**src/rtl/serial_rx_ack_pkg.sv**
```systemverilog
// Shared constants and state encodings for the serial flit link receive end.
package link_pkg;

  localparam int LINK_DATA_W = 55;

  localparam logic START_BIT = 1'b1;
  localparam logic STOP_BIT  = 1'b0;
  localparam logic ACK_CODE  = 1'b1;
  localparam logic NAK_CODE  = 1'b0;

  typedef enum logic [1:0] {
    R_IDLE,
    R_DATA,
    R_PAR,
    R_STOP
  } rx_state_t;

  typedef enum logic [1:0] {
    A_IDLE,
    A_START,
    A_CODE
  } ack_state_t;

endpackage

```
**src/rtl/serial_rx_ack_if.sv**
```systemverilog
// Serial link pins plus the parallel valid/ready flit port and error status.
interface serial_rx_ack_if
  import link_pkg::*;
#(
  parameter int DATA_W    = LINK_DATA_W,
  parameter int ERR_CNT_W = 8
);
  logic                 S_Data;
  logic                 RX_Ready;
  logic [DATA_W-1:0]    RX_Data;
  logic                 RX_Data_Valid;
  logic                 S_Ack;
  logic                 Parity_Err;
  logic                 Frame_Err;
  logic                 Overrun;
  logic [ERR_CNT_W-1:0] Err_Count;

  modport slave (
    input  S_Data, RX_Ready,
    output RX_Data, RX_Data_Valid, S_Ack, Parity_Err, Frame_Err, Overrun, Err_Count
  );

  modport master (
    output S_Data, RX_Ready,
    input  RX_Data, RX_Data_Valid, S_Ack, Parity_Err, Frame_Err, Overrun, Err_Count
  );
endinterface

```
**src/rtl/serial_rx_ack_ack_serializer.sv**
```systemverilog
// Emits the 2-bit reverse ACK/NAK frame: start bit, then code bit, then idle low.
module ack_serializer
  import link_pkg::*;
(
  input  logic Clk_S,
  input  logic Rst,
  input  logic i_send,
  input  logic i_code,
  output logic o_s_ack
);

  ack_state_t r_state, w_state_next;
  logic       r_code, w_code_next;
  logic       r_s_ack, w_s_ack_next;

  always_ff @(posedge Clk_S or posedge Rst) begin
    if (Rst) begin
      r_state <= A_IDLE;
      r_code  <= NAK_CODE;
      r_s_ack <= 1'b0;
    end else begin
      r_state <= w_state_next;
      r_code  <= w_code_next;
      r_s_ack <= w_s_ack_next;
    end
  end

  // The start bit is registered on the send edge so it appears the following cycle.
  always_comb begin
    w_state_next = r_state;
    w_code_next  = r_code;
    w_s_ack_next = 1'b0;
    case (r_state)
      A_IDLE: begin
        if (i_send) begin
          w_state_next = A_START;
          w_code_next  = i_code;
          w_s_ack_next = START_BIT;
        end
      end
      A_START: begin
        w_state_next = A_CODE;
        w_s_ack_next = r_code;
      end
      A_CODE: begin
        w_state_next = A_IDLE;
      end
      default: begin
        w_state_next = A_IDLE;
      end
    endcase
  end

  assign o_s_ack = r_s_ack;

endmodule

```
**src/rtl/serial_rx_ack.sv**
```systemverilog
// Receive end of the serial flit link: deframes, checks parity/stop bit,
// buffers one flit for the core and answers each frame with ACK or NAK.
module serial_rx_ack
  import link_pkg::*;
#(
  parameter int DATA_W    = LINK_DATA_W,
  parameter int ERR_CNT_W = 8
)(
  input  logic            Clk_S,
  input  logic            Rst,
  serial_rx_ack_if.slave  bus
);

  localparam int              CNT_W    = $clog2(DATA_W);
  localparam logic [CNT_W-1:0] CNT_LAST = CNT_W'(DATA_W - 1);

  rx_state_t            r_state, w_state_next;
  logic [CNT_W-1:0]     r_cnt;
  logic [DATA_W-1:0]    r_shift;
  logic [DATA_W-1:0]    r_data;
  logic                 r_par_run;
  logic                 r_par_bad;
  logic                 r_valid;
  logic                 r_parity_err;
  logic                 r_frame_err;
  logic                 r_overrun;
  logic [ERR_CNT_W-1:0] r_err_cnt;

  logic w_stop_edge;
  logic w_drain;
  logic w_frame_bad;
  logic w_parity_bad;
  logic w_overrun;
  logic w_load;
  logic w_nak;
  logic w_s_ack;

  // Stop-edge priority: framing, then parity, then buffer-full.
  assign w_stop_edge  = (r_state == R_STOP);
  assign w_drain      = r_valid & bus.RX_Ready;
  assign w_frame_bad  = w_stop_edge & (bus.S_Data != STOP_BIT);
  assign w_parity_bad = w_stop_edge & ~w_frame_bad & r_par_bad;
  assign w_overrun    = w_stop_edge & ~w_frame_bad & ~r_par_bad & r_valid & ~bus.RX_Ready;
  assign w_load       = w_stop_edge & ~w_frame_bad & ~r_par_bad & ~w_overrun;
  assign w_nak        = w_frame_bad | w_parity_bad | w_overrun;

  always_comb begin
    w_state_next = r_state;
    case (r_state)
      R_IDLE:  if (bus.S_Data == START_BIT) w_state_next = R_DATA;
      R_DATA:  if (r_cnt == CNT_LAST) w_state_next = R_PAR;
      R_PAR:   w_state_next = R_STOP;
      R_STOP:  w_state_next = R_IDLE;
      default: w_state_next = R_IDLE;
    endcase
  end

  always_ff @(posedge Clk_S or posedge Rst) begin
    if (Rst) begin
      r_state      <= R_IDLE;
      r_cnt        <= '0;
      r_shift      <= '0;
      r_data       <= '0;
      r_par_run    <= 1'b0;
      r_par_bad    <= 1'b0;
      r_valid      <= 1'b0;
      r_parity_err <= 1'b0;
      r_frame_err  <= 1'b0;
      r_overrun    <= 1'b0;
      r_err_cnt    <= '0;
    end else begin
      r_state      <= w_state_next;
      r_parity_err <= w_parity_bad;
      r_frame_err  <= w_frame_bad;
      r_overrun    <= w_overrun;

      case (r_state)
        R_IDLE: begin
          r_cnt     <= '0;
          r_par_run <= 1'b0;
        end
        R_DATA: begin
          r_shift[r_cnt] <= bus.S_Data;
          r_par_run      <= r_par_run ^ bus.S_Data;
          if (r_cnt != CNT_LAST) r_cnt <= r_cnt + 1'b1;
        end
        R_PAR: begin
          r_par_bad <= r_par_run ^ bus.S_Data;
        end
        default: begin
        end
      endcase

      // A load on a draining edge replaces the old flit and keeps valid high.
      if (w_load) begin
        r_data  <= r_shift;
        r_valid <= 1'b1;
      end else if (w_drain) begin
        r_valid <= 1'b0;
      end

      if (w_nak && (r_err_cnt != {ERR_CNT_W{1'b1}})) r_err_cnt <= r_err_cnt + 1'b1;
    end
  end

  ack_serializer u_ack (
    .Clk_S   (Clk_S),
    .Rst     (Rst),
    .i_send  (w_stop_edge),
    .i_code  (w_load ? ACK_CODE : NAK_CODE),
    .o_s_ack (w_s_ack)
  );

  assign bus.RX_Data       = r_data;
  assign bus.RX_Data_Valid = r_valid;
  assign bus.S_Ack         = w_s_ack;
  assign bus.Parity_Err    = r_parity_err;
  assign bus.Frame_Err     = r_frame_err;
  assign bus.Overrun       = r_overrun;
  assign bus.Err_Count     = r_err_cnt;

endmodule
```
**src/flat_wrapper.sv**
```systemverilog
// flat-port wrapper written by rule: the top's interface ports become plain ports
module serial_rx_ack_flat import link_pkg::*;
#(
  parameter int DATA_W    = LINK_DATA_W,
  parameter int ERR_CNT_W = 8
)
  (Clk_S, Rst, bus_S_Data, bus_RX_Ready, bus_RX_Data, bus_RX_Data_Valid, bus_S_Ack, bus_Parity_Err, bus_Frame_Err, bus_Overrun, bus_Err_Count);
  serial_rx_ack_if #(.DATA_W(DATA_W), .ERR_CNT_W(ERR_CNT_W)) bus_i ();
  input  logic Clk_S;
  input  logic Rst;
  input wire logic [$bits(bus_i.S_Data)-1:0] bus_S_Data;
  input wire logic [$bits(bus_i.RX_Ready)-1:0] bus_RX_Ready;
  output wire logic [$bits(bus_i.RX_Data)-1:0] bus_RX_Data;
  output wire logic [$bits(bus_i.RX_Data_Valid)-1:0] bus_RX_Data_Valid;
  output wire logic [$bits(bus_i.S_Ack)-1:0] bus_S_Ack;
  output wire logic [$bits(bus_i.Parity_Err)-1:0] bus_Parity_Err;
  output wire logic [$bits(bus_i.Frame_Err)-1:0] bus_Frame_Err;
  output wire logic [$bits(bus_i.Overrun)-1:0] bus_Overrun;
  output wire logic [$bits(bus_i.Err_Count)-1:0] bus_Err_Count;
  assign bus_i.S_Data = bus_S_Data;
  assign bus_i.RX_Ready = bus_RX_Ready;
  assign bus_RX_Data = bus_i.RX_Data;
  assign bus_RX_Data_Valid = bus_i.RX_Data_Valid;
  assign bus_S_Ack = bus_i.S_Ack;
  assign bus_Parity_Err = bus_i.Parity_Err;
  assign bus_Frame_Err = bus_i.Frame_Err;
  assign bus_Overrun = bus_i.Overrun;
  assign bus_Err_Count = bus_i.Err_Count;
  serial_rx_ack #(.DATA_W(DATA_W), .ERR_CNT_W(ERR_CNT_W)) u_core (.Clk_S(Clk_S), .Rst(Rst), .bus(bus_i));
endmodule
```
**config.mk**
```make
export PLATFORM = sky130hd
export DESIGN_NAME = serial_rx_ack_flat
export DESIGN_NICKNAME = d
export VERILOG_FILES = /design/src/rtl/serial_rx_ack_pkg.sv /design/src/rtl/serial_rx_ack_if.sv /design/src/rtl/serial_rx_ack_ack_serializer.sv /design/src/rtl/serial_rx_ack.sv /design/src/flat_wrapper.sv
export SDC_FILE = /design/constraint.sdc
export NUM_CORES = 1
export LEC_CHECK = 0
export ABC_CLOCK_PERIOD_IN_PS = 6530
export CAP_MARGIN = 20
export CORE_MARGIN = 2
export CORE_UTILIZATION = 55
export DETAILED_ROUTE_END_ITERATION = 16
export GPL_ROUTABILITY_DRIVEN = 0
export MAX_ROUTING_LAYER = met4
export PLACE_DENSITY = 0.79
export SYNTH_ARGS = -nofsm -noshare
export SYNTH_HDL_FRONTEND = slang
export SYNTH_SLANG_ARGS = --single-unit
```
**constraint.sdc**
```tcl
create_clock -name Clk_S -period 6.53 [get_ports Clk_S]
set_input_delay 1.306 -clock Clk_S [delete_from_list [all_inputs] [get_ports Clk_S]]
set_output_delay 1.306 -clock Clk_S [all_outputs]
set_load 0.01 [all_outputs]
```
==> flow_summary_export.csv, run 1 <==
group,metric,value,unit
outcome,outcome,"finished clean",
setup_path,cp.required,6.93,ns
cells_and_area,n_antenna_cell,0,
grt,grt_pass1_vias,3604,
setup_path,path_max_fanout,61,
logic_synthesis,synth_area_leader_cell,"dfrtp_1",
grt,grtUsageTotal,21.1,%
floorplanning,core,0.0104,mm²
floorplanning,io_pins,72,
clock_tree,clk_latency,0.52,ns
logic_synthesis,ys.flop_type,"dfrtp_1",
floorplanning,rows,37,
clock_tree,cts_sinks,136,
cells_and_area,fin_nets,525,
detailed_routing,drt_iter0_drc,210,
detailed_routing,num_vias,3577,
logic_synthesis,syn_inst,442,
detailed_routing,drt_first_pass_iters,5,
timing,worst_clock_skew,0.00735,ns
timing,finalCriticalPeriod,3.24,ns
logic_synthesis,synth_edf_count,0,
floorplanning,dieArea,0.0116,mm²
power_and_ir_drop,powerDensity,248,mW/mm²
cells_and_area,n_fill_cell,760,
logic_synthesis,synth_top_area_share,57.8,%
grt,grt_overflow,0,
cells_and_area,area_delta_synth_final,22.3,%
clock_tree,cts_buffers,17,
floorplanning,fp.dieH,108,µm
placed_design,hpwlAfterDp,6900,µm
clock_tree,postCtsSetupRepairBufs,0,
clock_tree,clkTransAtPathRegs,0.06,ns
timing,tightest_slew,1.06,ns
detailed_routing,wl_per_cell,16.3,µm
placed_design,placedCellCount,630,
setup_path,start_kind,"input port",
setup_path,critPathKind,"in -> reg",
logic_synthesis,synth.most_common_cell,"dfrtp_1",
timing,slew-limit-headroom,29.1,%
detailed_routing,drc,0,
floorplanning,initial_core_util,56.8,%
timing,tns,0,ns
power_and_ir_drop,peakVddDrop,0.153,mV
clock_tree,postCtsHoldBufs,0,
grt,grt_max_degree,77,
timing,rsz0062_at_grt,"no",
logic_synthesis,synth-async-reset-ratio,100,%
timing,drv_slew,0,
cells_and_area,drive_gt1_share,28.9,%
clock_tree,root_buffer,"clkbuf_8",
timing,hold_viol,0,
run,max-cap-violations,0,
logic_synthesis,syn-num-nets,454,
logic_synthesis,synth_commonest_cells,"dfrtp_1, mux2_2, mux2_4",
detailed_routing,wirelength,10800,µm
timing,max_freq,308,MHz
clock_tree,cts_tree,"built",
grt,grt_antenna_before_repair,0,
timing,hold_slack,0.442,ns
timing,setup_viol,0,
logic_synthesis,ys_ff_latch,136,
worst_hold_path,hold_path_class,"reg -> reg",
logic_synthesis,synth.avg_cell_area,13.3,µm²
logic_synthesis,seq_area_frac_synth,57.8,%
logic_synthesis,synthTopCellsByArea,"dfrtp_1, mux2_2, mux2_4, nand2_1, nor2_1",
logic_synthesis,ys_warn_count,0,
clock_tree,htreeDepth,4,
timing,finalCritPeriodShare,49.7,%
power_and_ir_drop,leakagePower,3.36,nW
setup_path,cp.arrival,3.65,ns
clock_tree,ctsResizeCount,0,
grt,grt_pass1_wl,18300,µm
detailed_routing,antenna_left,0,
setup_path,crit_path_end_kind,"flop",
placed_design,io_buffers,71,
logic_synthesis,synth_area,0.00589,mm²
cells_and_area,fin_cells,662,
logic_synthesis,yosysUniqueCellTypes,41,
detailed_routing,drt-vias-per-instance,5.40,
clock_tree,cts.path.max_buffers,2,
floorplanning,die_w,108,µm
[worst max-delay path, cell delays in order]
cell             delay [ns]
clkdlybuf4s50_1        0.46
buf_4                  0.44
or3b_1                 0.24
nand2b_4               0.73
mux2_2                 0.41
[power breakdown]
part / switching [mW] / internal [mW] / leakage (nW) / total (mW)
sequential: 0.0130 / 0.863 / 1.75 / 0.876
combinational: 0.0275 / 0.0184 / 1.35 / 0.0459
clock: 0.344 / 0.524 / 0.264 / 0.868
total: 0.385 / 1.41 / 3.36 / 1.79
[cell families after synthesis]
kind of cell,share of synthesized area [%]
multiplexers,24.6
AND/OR/NAND/NOR,10.1
XOR/XNOR,0.595
adder cells (fa/ha/maj),1.70
flip-flops,57.8
buffers and inverters,2.78
AO/OA/AOI/OAI,2.42
[routing by layer]
metal  vias up  global-route usage (%)  share of wire [%]
li1       1671                       -                  -
met1      1796                    29.2                 47
met2       101                    30.7                 47
met3         9                    4.90                5.0
met4         0                    7.69               0.84
met5         -                       -                  0
[final timing paths]
kind	startpoint	end	slack (ns)	cells after the start
worst min register to register	u_core.u_ack.r_state[1]	u_core.u_ack.r_state[1]	0.44	1
min in group asynchronous	Rst	u_core.bus.RX_Data[7]	1.35	2
worst max register to register	u_core.r_state[1]	u_core.r_shift[42]	3.88	6
max in group asynchronous	Rst	u_core.r_cnt[0]	3.89	3
worst max-delay path	bus_S_Data	u_core.bus.RX_Data[42]	3.29	5
worst min-delay path	u_core.u_ack.r_state[1]	u_core.u_ack.r_state[1]	0.44	1
[flip-flops by register name, summed over array words and instances, names as in the netlist, 2 cells and up]
register	count
u_core.r_cnt	6
u_core.r_state	2
u_core.u_ack.r_state	2
u_core.r_shift	55
u_core.bus.Err_Count	8
u_core.bus.RX_Data	55
[cell usage in the layout, fill, tap and decap left out, types with 2 or more instances in the layout]
master | Yosys | routed
clkinvlp_4 | 0 | 3
and3_1 | 4 | 4
a31oi_1 | 2 | 2
nor2b_1 | 4 | 4
inv_1 | 9 | 8
dfrtp_1 | 136 | 136
nand3_1 | 16 | 16
xnor2_1 | 2 | 2
mux2_4 | 39 | 39
clkdlybuf4s50_1 | 0 | 71
or3b_1 | 2 | 2
mux2_2 | 74 | 74
clkbuf_16 | 0 | 16
nand4_1 | 3 | 3
o21ai_0 | 7 | 7
clkbuf_8 | 0 | 3
a21oi_1 | 9 | 9
ha_1 | 8 | 8
buf_4 | 2 | 2
nor3_1 | 7 | 7
clkbuf_1 | 9 | 2
nor2_1 | 32 | 32
clkinv_4 | 0 | 2
mux2i_1 | 2 | 2
xor2_1 | 2 | 2
nor3b_1 | 2 | 2
nand2b_1 | 4 | 4
clkinv_2 | 0 | 4
or2_2 | 2 | 2
nand2_1 | 38 | 38
or3_1 | 3 | 3
[area by class of cell]
| cell class | count | area, µm² | area share [%] |
|---|---|---|---|
| Sequential cell | 136 | 3400 | 47.2 |
| Multi-Input combinational cell | 276 | 2320 | 32.3 |
| Timing Repair Buffer | 73 | 726 | 10.1 |
| Clock buffer | 21 | 449 | 6.23 |
| Tap cell | 136 | 170 | 2.36 |
| Clock inverter | 11 | 98.8 | 1.37 |
| Inverter | 9 | 36.3 | 0.503 |
[per-stage QoR]
stage	utilization (%)	cell area [µm²]	power [mW]	setup slack (ns)
after detailed placement	64.2	6660	0.938	2.72
after CTS	69.5	7210	1.80	3.26
after global routing	69.5	7210	1.85	3.13
final	69.5	7210	1.79	3.29
after global placement	64.2	6660	0.935	2.81
after floorplan	-	5890	0.921	1.58
Note: power is estimated with default switching activity, not from simulation.
==> inputs of run 2 (changes only) <==
ABC_CLOCK_PERIOD_IN_PS = 3100   (was 6530)
clock period = 3.1 ns   (was 6.53 ns; I/O delays follow)
==> run 2 against run 1 <==
  * Sequential power rose by 110%
  * Critical endpoint is now u_core.r_shift[9]
  * Largest power group is now the clock network
  * Critical path type is now reg -> reg
  * Critical path depth rose by 2
  * Final cell count rose by 0.60%
  * Clock-buffer cell count fell by 2
==> flow_summary_export.csv, run 2 (synthesis results as in run 1) <==
group,metric,value,unit
detailed_routing,drc,0,
setup_path,crit_path_end_kind,"flop",
floorplanning,initial_core_util,56.8,%
setup_path,critPathKind,"reg -> reg",
floorplanning,fp.dieH,108,µm
timing,drv_slew,0,
setup_path,reg2reg_slack,0.78,ns
clock_tree,htreeDepth,4,
detailed_routing,wirelength,11200,µm
floorplanning,core,0.0104,mm²
grt,grt_max_degree,94,
clock_tree,clkTransAtPathRegs,0.06,ns
cells_and_area,layout_commonest_cell,"dfrtp_1",
timing,hold_viol,0,
power_and_ir_drop,peakVddDrop,0.326,mV
detailed_routing,drt_iter0_drc,284,
grt,grt_antenna_before_repair,0,
setup_path,reg2reg_depth,7,
timing,max_freq,432,MHz
floorplanning,dieArea,0.0116,mm²
cells_and_area,n_antenna_cell,0,
setup_path,rr_startpoint,"u_core.r_state[1]",
floorplanning,io_pins,72,
clock_tree,clk_latency,0.53,ns
setup_path,start_kind,"flop",
grt,grtUsageTotal,21.7,%
grt,grt_overflow,0,
clock_tree,root_buffer,"clkbuf_8",
placed_design,hpwlAfterDp,7210,µm
setup_path,timing.rr.end,"u_core.r_shift[9]",
timing,finalCriticalPeriod,2.32,ns
clock_tree,postCtsHoldBufs,0,
worst_hold_path,hold_start,"u_core.u_ack.r_state[1]",
outcome,outcome,"finished clean",
timing,setup_viol,0,
floorplanning,die_w,108,µm
power_and_ir_drop,leakagePower,3.39,nW
clock_tree,postCtsSetupRepairBufs,0,
worst_hold_path,whs_path_depth,1,
cells_and_area,area_delta_synth_final,23.8,%
timing,worst_clock_skew,0.00507,ns
power_and_ir_drop,total_power,3.85,mW
detailed_routing,drt_first_pass_iters,5,
clock_tree,cts_sinks,136,
grt,grt_pass1_wl,18600,µm
cells_and_area,layout_common_cells,"dfrtp_1, mux2_2, clkdlybuf4s50_1",
setup_path,cp.required,3.51,ns
grt,grt_pass1_vias,3627,
clock_tree,ctsResizeCount,0,
power_and_ir_drop,powerDensity,529,mW/mm²
setup_path,path_max_fanout,13,
clock_tree,cts_tree,"built",
worst_hold_path,hold_path_class,"reg -> reg",
placed_design,placedCellCount,635,
detailed_routing,num_vias,3674,
timing,rsz0062_at_grt,"no",
cells_and_area,fin_nets,530,
cells_and_area,utilization,70.3,%
timing,tns,0,ns
worst_hold_path,min_to,"u_core.u_ack.r_state[1]",
clock_tree,cts.path.max_buffers,2,
cells_and_area,fin_cells,666,
clock_tree,cts_buffers,17,
run,max-cap-violations,0,
cells_and_area,drive_gt1_share,29.8,%
placed_design,io_buffers,71,
floorplanning,rows,37,
timing,finalCritPeriodShare,74.7,%
detailed_routing,wl_per_cell,16.8,µm
timing,slew-limit-headroom,63.2,%
detailed_routing,antenna_left,0,
timing,tightest_slew,0.548,ns
detailed_routing,drt-vias-per-instance,5.52,
setup_path,cp.arrival,2.73,ns
run 2: changes by cell type in the layout (fill, tap and decap cells not counted), sizes merged:
cell | previous run | this run
clkbuf | 21 | 19
bufinv | 1 | 2
buf | 2 | 7
inv | 10 | 8
clkinvlp | 3 | 5
run 2: area by class of cell:
type	instances	area, µm²
Sequential cell	136	3400
Fill cell	732	3080
Multi-Input combinational cell	276	2320
Timing Repair Buffer	78	788
Clock buffer	19	442
Tap cell	136	170
Clock inverter	12	128
Inverter	9	37.5
run 2: report_power, final:
group | leakage (nW) | switching [mW] | internal (mW)
clock network | 0.271 | 0.735 | 1.18
registers | 1.75 | 0.0265 | 1.82
logic | 1.38 | 0.0574 | 0.0415
run 2: how the worst max path moves through the flow:
stage                      startpoint                       to  slack [ns]  cells after the start
floorplan                         Rst  u_core.bus.Err_Count[0]        0.79                      1
global placement           bus_S_Data  u_core.bus.Err_Count[1]        0.49                      6
detailed placement         bus_S_Data  u_core.bus.Err_Count[1]        0.42                      6
CTS                 u_core.r_state[1]        u_core.r_shift[9]        0.85                      7
global route        u_core.r_state[1]        u_core.r_shift[9]        0.71                      7
finish              u_core.r_state[1]        u_core.r_shift[9]        0.78                      7
run 2: metal layers:
layer / wire [µm] / track usage (%) / share of wire [%] / vias up
li1: - / - / - / 1689
met5: 0 / - / 0 / -
met4: 240 / 8.97 / 2.1 / 0
met2: 5370 / 32.7 / 48 / 123
met3: 606 / 5.51 / 5.4 / 31
met1: 4980 / 28.3 / 44 / 1831
run 2: critical path: stages (launching register included):
cell	delay, ns
dfrtp_1	0.41
inv_1	0.12
ha_1	0.45
nand2b_1	0.15
nor3_1	0.45
buf_4	0.24
nand2_1	0.07
mux2_2	0.30
run 2: through the flow:
step | hold WS [ns] | instance area (µm²) | worst slack [ns]
6_report | 0.446 | 7290 | 0.785
5_1_grt | 0.475 | 7290 | 0.706
4_1_cts | 0.442 | 7290 | 0.854
3_5_place_dp | 0.432 | 6720 | 0.421
3_3_place_gp | 0.430 | 6720 | 0.493
2_1_floorplan | 0.415 | 5900 | 0.787
==> inputs of run 3 (changes only) <==
ABC_CLOCK_PERIOD_IN_PS = 2000   (was 3100)
CORE_UTILIZATION = 50   (was 55)
PLACE_DENSITY = 0.76   (was 0.79)
clock period = 2 ns   (was 3.1 ns; I/O delays follow)
==> run 3 against run 2 <==
  * Via count up 0.11%
  * Final cell count grew 3.6%
  * Clock skew is 0.0013 ns higher
  * Combinational power is 74% higher
  * Largest cell class unchanged
  * Non-clock buffer count increased by 16
==> flow_summary_export.csv, run 3 (synthesis results as in run 1) <==
group,metric,value,unit
outcome,outcome,"finished clean",
setup_path,critPathKind,"reg -> reg",
timing,drv_slew,0,
detailed_routing,drt_first_pass_iters,4,
floorplanning,die_w,113,µm
cells_and_area,utilization,66.3,%
cells_and_area,layout_common_cells,"dfrtp_1, mux2_2, clkdlybuf4s50_1",
setup_path,crit_path_end_kind,"flop",
clock_tree,clkTransAtPathRegs,0.06,ns
cells_and_area,seq_area,0.00340,mm²
timing,hold_viol,0,
run,max-cap-violations,0,
cells_and_area,fin_cells,690,
timing,slew-limit-headroom,69.7,%
detailed_routing,antenna_left,0,
cells_and_area,layout_commonest_cell,"dfrtp_1",
cells_and_area,drive_gt1_share,32.2,%
grt,grt_antenna_before_repair,0,
power_and_ir_drop,powerDensity,870,mW/mm²
detailed_routing,wl_per_cell,17.6,µm
grt,grt_pass1_wl,20500,µm
cells_and_area,n_fill_cell,821,
detailed_routing,drc,0,
worst_hold_path,hold_path_class,"in -> async",
floorplanning,rows,39,
clock_tree,htreeDepth,4,
floorplanning,core,0.0115,mm²
setup_path,cp.arrival,2.20,ns
cells_and_area,multi_input_area,0.00235,mm²
grt,grt_use_met2,32.8,%
setup_path,start_kind,"flop",
cells_and_area,n_antenna_cell,0,
power_and_ir_drop,leakagePower,3.54,nW
floorplanning,initial_core_util,51.4,%
placed_design,hpwlAfterDp,7920,µm
timing,worst_clock_skew,0.00640,ns
floorplanning,dieArea,0.0127,mm²
detailed_routing,drt-vias-per-instance,5.33,
floorplanning,fp.dieH,113,µm
grt,grt_pass1_vias,3935,
grt,grtUsageTotal,21.1,%
placed_design,io_buffers,71,
timing,max_freq,524,MHz
setup_path,path_max_fanout,7,
grt,met3_usage,4.86,%
grt,grt_overflow,0,
clock_tree,root_buffer,"clkbuf_16",
cells_and_area,fin_nets,546,
detailed_routing,num_vias,3678,
clock_tree,cts_tree,"built",
cells_and_area,area_delta_synth_final,29.0,%
timing,setup_viol,0,
grt,grt_use_met1,27.6,%
timing,finalCritPeriodShare,95.4,%
placed_design,placedCellCount,658,
grt,grt_max_degree,44,
clock_tree,cts_sinks,136,
timing,tightest_slew,0.451,ns
detailed_routing,wirelength,12100,µm
clock_tree,cts.path.max_buffers,2,
power_and_ir_drop,peakVddDrop,0.682,mV
setup_path,cp.required,2.30,ns
clock_tree,clk_latency,0.41,ns
grt,top_usage_layer,"met2",
detailed_routing,drt_iter0_drc,238,
timing,hold_slack,0.316,ns
setup_path,reg2reg_depth,6,
floorplanning,io_pins,72,
clock_tree,cts_buffers,17,
clock_tree,postCtsHoldBufs,0,
timing,finalCriticalPeriod,1.91,ns
timing,tns,0,ns
## run 3: cell types whose count changed in the layout (fill, tap and decap cells not counted), moves of 2 or more
cell and delta:
buf_12 +3, buf_4 +13, bufinv_16 +4, clkbuf_1 +2, clkinv_2 -3, clkinvlp_4 -3
## run 3: final timing paths
path | startpoint | to | slack (ns)
max | u_core.r_state[1] | u_core.r_shift[45] | 0.09
min reg2reg | u_core.u_ack.r_state[1] | u_core.u_ack.r_state[1] | 0.46
min in group Clk_S | u_core.u_ack.r_state[1] | u_core.u_ack.r_state[1] | 0.46
max reg2reg | u_core.r_state[1] | u_core.r_shift[45] | 0.09
min | Rst | u_core.r_shift[27] | 0.32
max in group asynchronous | Rst | u_core.bus.RX_Data[8] | 1.14
## run 3: cell type report
class | count | share of cell area [%]
clock buffer | 21 | 6.06
clock inverter | 11 | 2.88
inverter | 9 | 0.494
multi-input combinational | 276 | 31.0
sequential | 136 | 44.8
tap | 143 | 2.35
timing repair buffer | 94 | 12.4
## run 3: per-stage QoR
| stage | total power [mW] | cell area (µm²) | worst slack [ns] |
|---|---|---|---|
| after global placement | 3.07 | 6890 | -0.0124 |
| after floorplan | 3.01 | 5900 | -0.0931 |
| after CTS | 6.67 | 7570 | 0.0211 |
| after detailed placement | 3.08 | 6890 | -0.0514 |
| after global routing | 6.82 | 7600 | -0.00235 |
| final | 6.61 | 7600 | 0.0911 |
## run 3: critical path: stages (launching register included)
cell	delay, ns
dfrtp_1	0.41
inv_1	0.12
ha_1	0.21
buf_4	0.18
nand3_1	0.30
nor2_1	0.23
mux2_2	0.35
## run 3: power breakdown
group          internal, mW  leakage [nW]  switching [mW]
clock network          2.41         0.327            1.17
registers              2.82          1.75          0.0436
logic                0.0747          1.47          0.0973
## run 3: timing repair
action	4_1_cts	5_1_grt
endpoints found under the setup margin	0	11
hold endpoints to repair	0	0
setup buffers	0	0
resized for setup	0	6
## run 3: layer usage
layer  wire length [µm]  share of wire (%)
met4                220                1.8
met1               5430                 45
met5                  0                  0
met3                576                4.7
met2               5910                 49
